===== config.mk =====
export PLATFORM = sky130hd
export DESIGN_NAME = operand_issue
export DESIGN_NICKNAME = d
export VERILOG_FILES = /design/src/rtl/operand_issue.sv
export SDC_FILE = /design/constraint.sdc
export NUM_CORES = 2
export LEC_CHECK = 0
export CORE_ASPECT_RATIO = 0.75
export CORE_MARGIN = 2
export CORE_UTILIZATION = 40
export DETAILED_ROUTE_END_ITERATION = 8
export PLACE_DENSITY = 0.66
export SETUP_SLACK_MARGIN = 0.05
export SLEW_MARGIN = 30
export SYNTH_ARGS = -nofsm -noshare
export SYNTH_HDL_FRONTEND = slang
export SYNTH_SLANG_ARGS = --single-unit

===== constraint.sdc =====
create_clock -name Clock -period 2.8 [get_ports Clock]
set_clock_uncertainty 0.2 [all_clocks]
set_input_delay 0.28 -clock Clock [delete_from_list [all_inputs] [get_ports Clock]]
set_output_delay 0.28 -clock Clock [all_outputs]
set_load 0.05 [all_outputs]

===== src/rtl/operand_issue.sv =====
// Operand issue stage: architectural register file, busy scoreboard and
// registered operand delivery to the ALU, with writeback bypass into the read.
module operand_issue #(
  parameter int WIDTH = 32,
  parameter int NREGS = 32
) (
  input  logic             Clock,
  input  logic             Reset,
  input  logic             InstrValid,
  input  logic [31:0]      Instr,
  output logic             InstrReady,
  input  logic             WbValid,
  input  logic [4:0]       WbAddr,
  input  logic [WIDTH-1:0] WbData,
  output logic [WIDTH-1:0] Value1,
  output logic [WIDTH-1:0] Value2,
  output logic [5:0]       OP,
  output logic [4:0]       IssueRd,
  output logic             IssueValid,
  output logic             IllegalOp
);

  // Handshake: an instruction transfers on the rising edge where InstrValid
  // and InstrReady are both 1; InstrReady is combinational and may drop while
  // Instr is offered, in which case upstream holds Instr stable until accepted.

  localparam logic [5:0] OP_ADD = 6'b010000;
  localparam logic [5:0] OP_SHR = 6'b000100;
  localparam logic [5:0] OP_SHL = 6'b000101;
  localparam logic [5:0] OP_AND = 6'b001000;
  localparam logic [5:0] OP_OR  = 6'b001001;
  localparam logic [5:0] OP_NOR = 6'b001010;
  localparam logic [5:0] OP_XOR = 6'b001011;

  logic [5:0] opcode;
  logic [4:0] rd;
  logic [4:0] rs;
  logic [4:0] rt;

  assign opcode = Instr[31:26];
  assign rd     = Instr[25:21];
  assign rs     = Instr[20:16];
  assign rt     = Instr[15:11];

  logic [NREGS-1:0][WIDTH-1:0] regs_q, regs_d;
  logic [NREGS-1:0]            busy_q, busy_d;
  logic [WIDTH-1:0]            value1_q, value1_d;
  logic [WIDTH-1:0]            value2_q, value2_d;
  logic [5:0]                  op_q, op_d;
  logic [4:0]                  issue_rd_q, issue_rd_d;
  logic                        issue_valid_q, issue_valid_d;
  logic                        illegal_q, illegal_d;

  logic             legal;
  logic             wb_en;
  logic             rs_hazard;
  logic             rt_hazard;
  logic             rd_hazard;
  logic             hazard;
  logic             accept;
  logic [WIDTH-1:0] rs_val;
  logic [WIDTH-1:0] rt_val;

  always_comb begin
    legal = 1'b0;
    case (opcode)
      OP_ADD, OP_SHR, OP_SHL, OP_AND, OP_OR, OP_NOR, OP_XOR: legal = 1'b1;
      default: legal = 1'b0;
    endcase
  end

  // Writebacks to r0 are dropped entirely, so they never bypass or clear.
  assign wb_en = WbValid && (WbAddr != 5'd0);

  // A busy source is not a hazard when its producer writes back this cycle.
  assign rs_hazard = busy_q[rs] && !(wb_en && (WbAddr == rs));
  assign rt_hazard = busy_q[rt] && !(wb_en && (WbAddr == rt));
  assign rd_hazard = (rd != 5'd0) && busy_q[rd] && !(wb_en && (WbAddr == rd));
  assign hazard    = legal && (rs_hazard || rt_hazard || rd_hazard);

  assign InstrReady = !Reset && !hazard;
  assign accept     = InstrValid && InstrReady;

  always_comb begin
    rs_val = regs_q[rs];
    if (rs == 5'd0) begin
      rs_val = '0;
    end else if (wb_en && (WbAddr == rs)) begin
      rs_val = WbData;
    end
  end

  always_comb begin
    rt_val = regs_q[rt];
    if (rt == 5'd0) begin
      rt_val = '0;
    end else if (wb_en && (WbAddr == rt)) begin
      rt_val = WbData;
    end
  end

  always_comb begin
    regs_d = regs_q;
    if (wb_en) begin
      regs_d[WbAddr] = WbData;
    end
    regs_d[0] = '0;
  end

  // Clear on writeback first so a same-cycle set on the same register wins.
  always_comb begin
    busy_d = busy_q;
    if (wb_en) begin
      busy_d[WbAddr] = 1'b0;
    end
    if (accept && legal && (rd != 5'd0)) begin
      busy_d[rd] = 1'b1;
    end
    busy_d[0] = 1'b0;
  end

  always_comb begin
    value1_d      = value1_q;
    value2_d      = value2_q;
    op_d          = op_q;
    issue_rd_d    = issue_rd_q;
    issue_valid_d = 1'b0;
    illegal_d     = 1'b0;
    if (accept) begin
      if (legal) begin
        value1_d      = rs_val;
        value2_d      = rt_val;
        op_d          = opcode;
        issue_rd_d    = rd;
        issue_valid_d = 1'b1;
      end else begin
        illegal_d = 1'b1;
      end
    end
  end

  always_ff @(posedge Clock) begin
    if (Reset) begin
      regs_q        <= '0;
      busy_q        <= '0;
      value1_q      <= '0;
      value2_q      <= '0;
      op_q          <= '0;
      issue_rd_q    <= '0;
      issue_valid_q <= 1'b0;
      illegal_q     <= 1'b0;
    end else begin
      regs_q        <= regs_d;
      busy_q        <= busy_d;
      value1_q      <= value1_d;
      value2_q      <= value2_d;
      op_q          <= op_d;
      issue_rd_q    <= issue_rd_d;
      issue_valid_q <= issue_valid_d;
      illegal_q     <= illegal_d;
    end
  end

  assign Value1     = value1_q;
  assign Value2     = value2_q;
  assign OP         = op_q;
  assign IssueRd    = issue_rd_q;
  assign IssueValid = issue_valid_q;
  assign IllegalOp  = illegal_q;

endmodule

* Word level (Yosys, flattened, before mapping) *
Cells that the tools add are included.

storage, ports and cells
  register bits = 1133
  bits in latches = 0
  bits in writable memories = 0
  bits in read-only memories = 0
  bits of input ports = 73
  output and inout port bits = 78
  logic and storage cells = 115
  memories = 0

cells by class
  $add $sub $neg = 0
  multipliers = 0
  div/mod/pow operators = 0
  magnitude comparators = 6
  eq/ne operators = 10
  shift-type cells = 0
  mux-type cells = 26
  bitwise gates (word level) = 4
  reduce and logical (&&, ||, !) cells = 29

operators by type and width
  cell                                                        number
  bitwise mux 1024 bit                                        1
  binary-select mux 32 bit (select 5 bit)                     2
  two-way mux 32 bit                                          9
  demux 32 bit (select 5 bit)                                 1
  AND 32 bit                                                  1
  NOT 32 bit                                                  1
  OR 32 bit                                                   1
  equality test 6 x 4 -> 1 bit, second input constant         4
  less-than comparator 5 x 6 -> 1 bit, second input constant  4
  binary-select mux 1 bit (select 5 bit)                      3
  equality test 5 bit                                         3
  logical AND 1 bit                                           15
  equality test 6 x 3 -> 1 bit, second input constant         2
  demux 1 bit (select 5 bit)                                  2
  >= comparator 5 x 1 -> 1 bit, second input constant         2
  zero test 5 bit                                             2
  nonzero test 5 bit                                          2
  two-way mux 1 bit                                           8
  OR reduction 7 bit                                          1
  equality test 6 x 5 -> 1 bit, second input constant         1
  zero test 1 bit                                             5
  logical OR 1 bit                                            2
  AND reduction 2 bit                                         1
  OR reduction 2 bit                                          1
  NOT 1 bit                                                   1

* Logic depth before layout (Yosys ltp) *
  word-level depth = 14
  depth in mapped cells = 12
  depth with buffers taken out = 6

* Worst setup path after synthesis *
No wires, ideal clock.

  path kind = input to output
  from = input Instr[11]
  to = output InstrReady
  arrival = 2.560 ns
  data required time = 2.320 ns
  slack = -0.240 ns
  stages on the path = 8
  buffers on the path = 2
  cell sequence = buf_6 > buf_6 > xnor2_1 > nand3_1 > or4_1 > o311a_1 > or3_1 > a21oi_1

on the way
  longest elaborated chain between the ends = 9
  elaborated cells between the ends (all ways) = 11
  classes of those cells = eq/ne: 1; mux: 2; reduce/logical: 8

ends and longest elaborated chain
  element                                                                         line  source
  start: declaration                                                              10    input logic [31:0] Instr,
  branches (longest 3 deep; another with binary-select mux 1 bit (select 5 bit))  -
  logical AND 1 bit (*)                                                           77    assign rt_hazard = busy_q[rt] && !(wb_en && (WbAddr == rt));
  logical OR 1 bit (*) (2 in series)                                              79    assign hazard = legal && (rs_hazard || rt_hazard || rd_hazard);
  logical AND 1 bit (*)                                                           79
  zero test 1 bit (*)                                                             81    assign InstrReady = !Reset && !hazard;
  logical AND 1 bit (*)                                                           81
  end: declaration                                                                11    output logic InstrReady,

Mark *: on every way between the ends. The select of a mux whose other input is x is not followed.

* Worst setup path in the final report *
  from = register busy_q[15]
  to = output InstrReady

on the way
  longest elaborated chain between the ends = 8
  elaborated cells between the ends (all ways) = 15
  classes of those cells = mux: 6; reduce/logical: 9

ends and longest elaborated chain
  element                                                           line        source
  start: declaration                                                46          logic [NREGS-1:0] busy_q, busy_d;
  start signal: assignment                                          154         busy_q <= busy_d;
  binary-select mux 1 bit (select 5 bit), on equally long branches  76, 77, 78
  two-way mux 1 bit, on equally long branches                       76, 77, 78
  logical AND 1 bit, on equally long branches                       76, 77, 78
  logical OR 1 bit / logical AND 1 bit (equally long branches)      79, 78
  logical OR 1 bit (*)                                              79
  logical AND 1 bit (*)                                             79
  zero test 1 bit (*)                                               81
  logical AND 1 bit (*)                                             81

Mark *: on every way between the ends. The rest lies on a longest branch, timed or not. The select of a mux whose other input is x is not followed.

==> qor.yml <==
synthFlopType: "dfxtp_1"
viasPerCell: 6.39
crit_arrival_ns: 3.11
maxSlewHeadroom_pct: 32.2
fillers: 12700
reg2reg_depth: 8
hold_depth: 3
cpPeakStageDelay_ns: 0.57
grt_overflow_total: 0
timing.fmax_mhz: 278
synth_cell_type_count: 61
rsz0062_at_grt: "yes"
antenna_found_initial: 12
crit_path_end_kind: "output pin"
dpl.hpwl_mm: 157
multi_input_area_mm2: 0.0315
ir_drop_v: 0.000467
syn_inst: 6414
setup_ws_ns: -0.792
finalWirelength_mm: 242
r2r_start: "busy_q[15]$_SDFF_PP0_"
synth_xor_xnor_area_share_pct: 0.236
crit_chain: "mux4_2 -> or4bb_4 -> o311ai_4 -> nor4_4 -> buf_4 -> or3_4 -> a21oi_4 -> buf_12"
reg2reg_slack_ns: -0.37
synth_area_leaders: "dfxtp_1, mux4_2, nand2_1, a21oi_1, mux2i_1"
areaGrowthSynthToFinish_pct: 20.9
r2r-end: "Value1[15]$_SDFFE_PP0P_"
cts_tree: "yes"
grt_pass1_vias: 51000
drv_slew: 0
dpl_cell_area_mm2: 0.0631
yosys_warnings: 0
mostFrequentLayoutCells: "nand2_1, dfxtp_1, a21oi_1"
finalSetupViolCount: 107
synth_async_sr_flop_share_pct: 0
fin_area_mm2: 0.0674
clock_tree.buffer_depth: 3
hold_end: "OP[3]$_SDFFE_PP0P_"
synthesis.nets: 6487
cts.htree.levels: 3
initial_core_util_pct: 40.3
leakage_nw: 23.1
crit_path_top_delay_cell: "or4bb_4"
dieWidth_um: 435
crit_fanout: 2
insertion_delay_ns: 0.74
ys_seq_area_share_pct: 39.5
layout_commonest_cell: "nand2_1"
avgSynthCellArea_um2: 8.69
synth_edf_count: 0
cap_violations: 0
ys_seq_elements: 1100
synthMuxAreaShare_pct: 22.9
required_ns: 2.32
cts_buffers: 105
synth-adder-area-share_pct: 0
crit_type: "flip-flop to output pin"
grt_max_degree: 192
drt-pass1-iter-count: 6
layout.nets: 6642
synth_top_area_share_pct: 39.5
hold_viol_final: 0
synth_top_family_by_area: "multiplexers"
setup_tns_ns: -24.60
synth_simple_gate_area_share_pct: 17.1
violations: "setup timing"
grtUsageTotal_pct: 32.8
power_density_mw_per_mm2: 516
ant_nets: 0
synth-compound-area-share_pct: 15.1
seqCellArea_mm2: 0.0220
cts_root_buffer: "clkbuf_16"
clkTransAtPathRegs_ns: 0.06
clkSinkCount: 1100
num_vias: 54400
wire_per_inst_um: 28.4
hold_start: "Instr[29]"
io_pins: 151
routabilityCongestion: 0.956
drcViolationCount: 0
drive_above_1_share_pct: 21.5
status: "finished, violations left"
rows: 118
die_area_mm2: 0.142
die_height_um: 327
drt_iter0_drc: 10200
tightestPinTransition_ns: 1.01
syn_area_mm2: 0.0557
io_buffers: 139
grt_pass1_wl_mm: 348
yosysTopAreaCell: "dfxtp_1"
core_area_mm2: 0.138
min_period_over_period_pct: 128
period_needed_ns: 3.59
min_path_type: "input port to flip-flop"
crit_path_start_kind: "flip-flop"
[cells in the mapped netlist (all sizes together) (17+ instances only)]
library cell and number:
a221oi 46, a21oi 1029, a22oi 50, o31ai 26
nor2b 17, buf 161, dfxtp 1100, nor2 96
mux4 441, nand3 48, mux2i 197, nand2 2172
o21ai 63, o211ai 33, mux2 77, a31oi 21
clkbuf 530, o22ai 23, a2111oi 21, a22o 39
o221ai 43, a221o 23, nand2b 19
[cell type report]
type / instances / area share [%]
multi-input combinational: 4617 / 46.7
sequential: 1100 / 32.7
timing repair buffer: 739 / 11.7
clock buffer: 152 / 4.64
tap: 1860 / 3.45
clock inverter: 40 / 0.741
inverter: 6 / 0.0371
antenna: 4 / 0.0149
[metrics by stage]
| stage | cells | setup WS [ns] | utilization (%) | total power (W) | hold WS [ns] |
|---|---|---|---|---|---|
| detailed placement | 8308 | -0.687 | 45.7 | 0.0196 | 0.257 |
| global route | 8514 | -0.842 | 48.8 | 0.0354 | 0.0539 |
| CTS | 8514 | -0.794 | 48.7 | 0.0346 | 0.0333 |
| floorplan | 6414 | 0.00676 | - | 0.0180 | 0.219 |
| finish | 8518 | -0.792 | 48.8 | 0.0348 | 0.0516 |
| global placement | 8308 | -0.747 | 45.7 | 0.0196 | 0.247 |
[routing by layer]
metal | share of wire (%) | vias to the layer above | global-route usage (%)
met1 | 38 | 26500 | 44.8
li1 | - | 22800 | -
met5 | 0.088 | - | 0.527
met2 | 40 | 4290 | 44.7
met3 | 16 | 817 | 12.5
met4 | 6.0 | 16 | 16.5
[state kept, by name, summed over array words and instances (netlist names)]
register    cells
regs_q        992
busy_q         31
Value2         32
Value1         32
IssueRd         5
IllegalOp       1
OP              6
IssueValid      1
[kinds of logic (layout without fill, tap and decap cells)]
kind of cell,after synthesis,count (layout)
AOI/OAI and AO/OA,1450,1450
xor gates and xnor gates,15,15
buffers and inverters,697,937
DFF,1100,1100
muxes,715,715
other,0,4
and+or+nand+nor,2437,2437
[worst max-delay path: cells and delay by family, from the launching register on]
kind	cells	cell delay, ns
DFF	1	0.32
buffers and inverters	2	0.30
muxes	1	0.50
and+or+nand+nor	3	1.01
AOI/OAI and AO/OA	2	0.26
[power breakdown]
| group | total [W] | internal [W] | switching, W | leakage [nW] |
|---|---|---|---|---|
| combinational | 0.00360 | 0.00127 | 0.00233 | 12.4 |
| sequential | 0.0158 | 0.0157 | 0.0000828 | 8.87 |
| clock | 0.0154 | 0.00867 | 0.00668 | 1.78 |
| total | 0.0348 | 0.0257 | 0.00909 | 23.1 |
[what timing repair did]
action	4_1_cts	5_1_grt
gates cloned	9	0
resized for setup	87	23
endpoints found under the setup margin	107	107
pin swaps	22	7
hold buffers	3	0
hold endpoints to repair	191	0
setup buffers	3	5
[how the worst max path moves through the flow]
stage | from | slack [ns] | depth (start not counted) | end
final | busy_q[15]$_SDFF_PP0_ | -0.79 | 8 | InstrReady
after global routing | busy_q[15]$_SDFF_PP0_ | -0.84 | 8 | InstrReady
after CTS | busy_q[15]$_SDFF_PP0_ | -0.79 | 8 | InstrReady
after detailed placement | Instr[21] | -0.69 | 10 | Value2[21]$_SDFFE_PP0P_
after global placement | Instr[18] | -0.75 | 9 | Value1[18]$_SDFFE_PP0P_
after floorplan | busy_q[15]$_SDFF_PP0_ | 0.007 | 8 | Value1[10]$_SDFFE_PP0P_
Power figures use the tool's default switching activity.
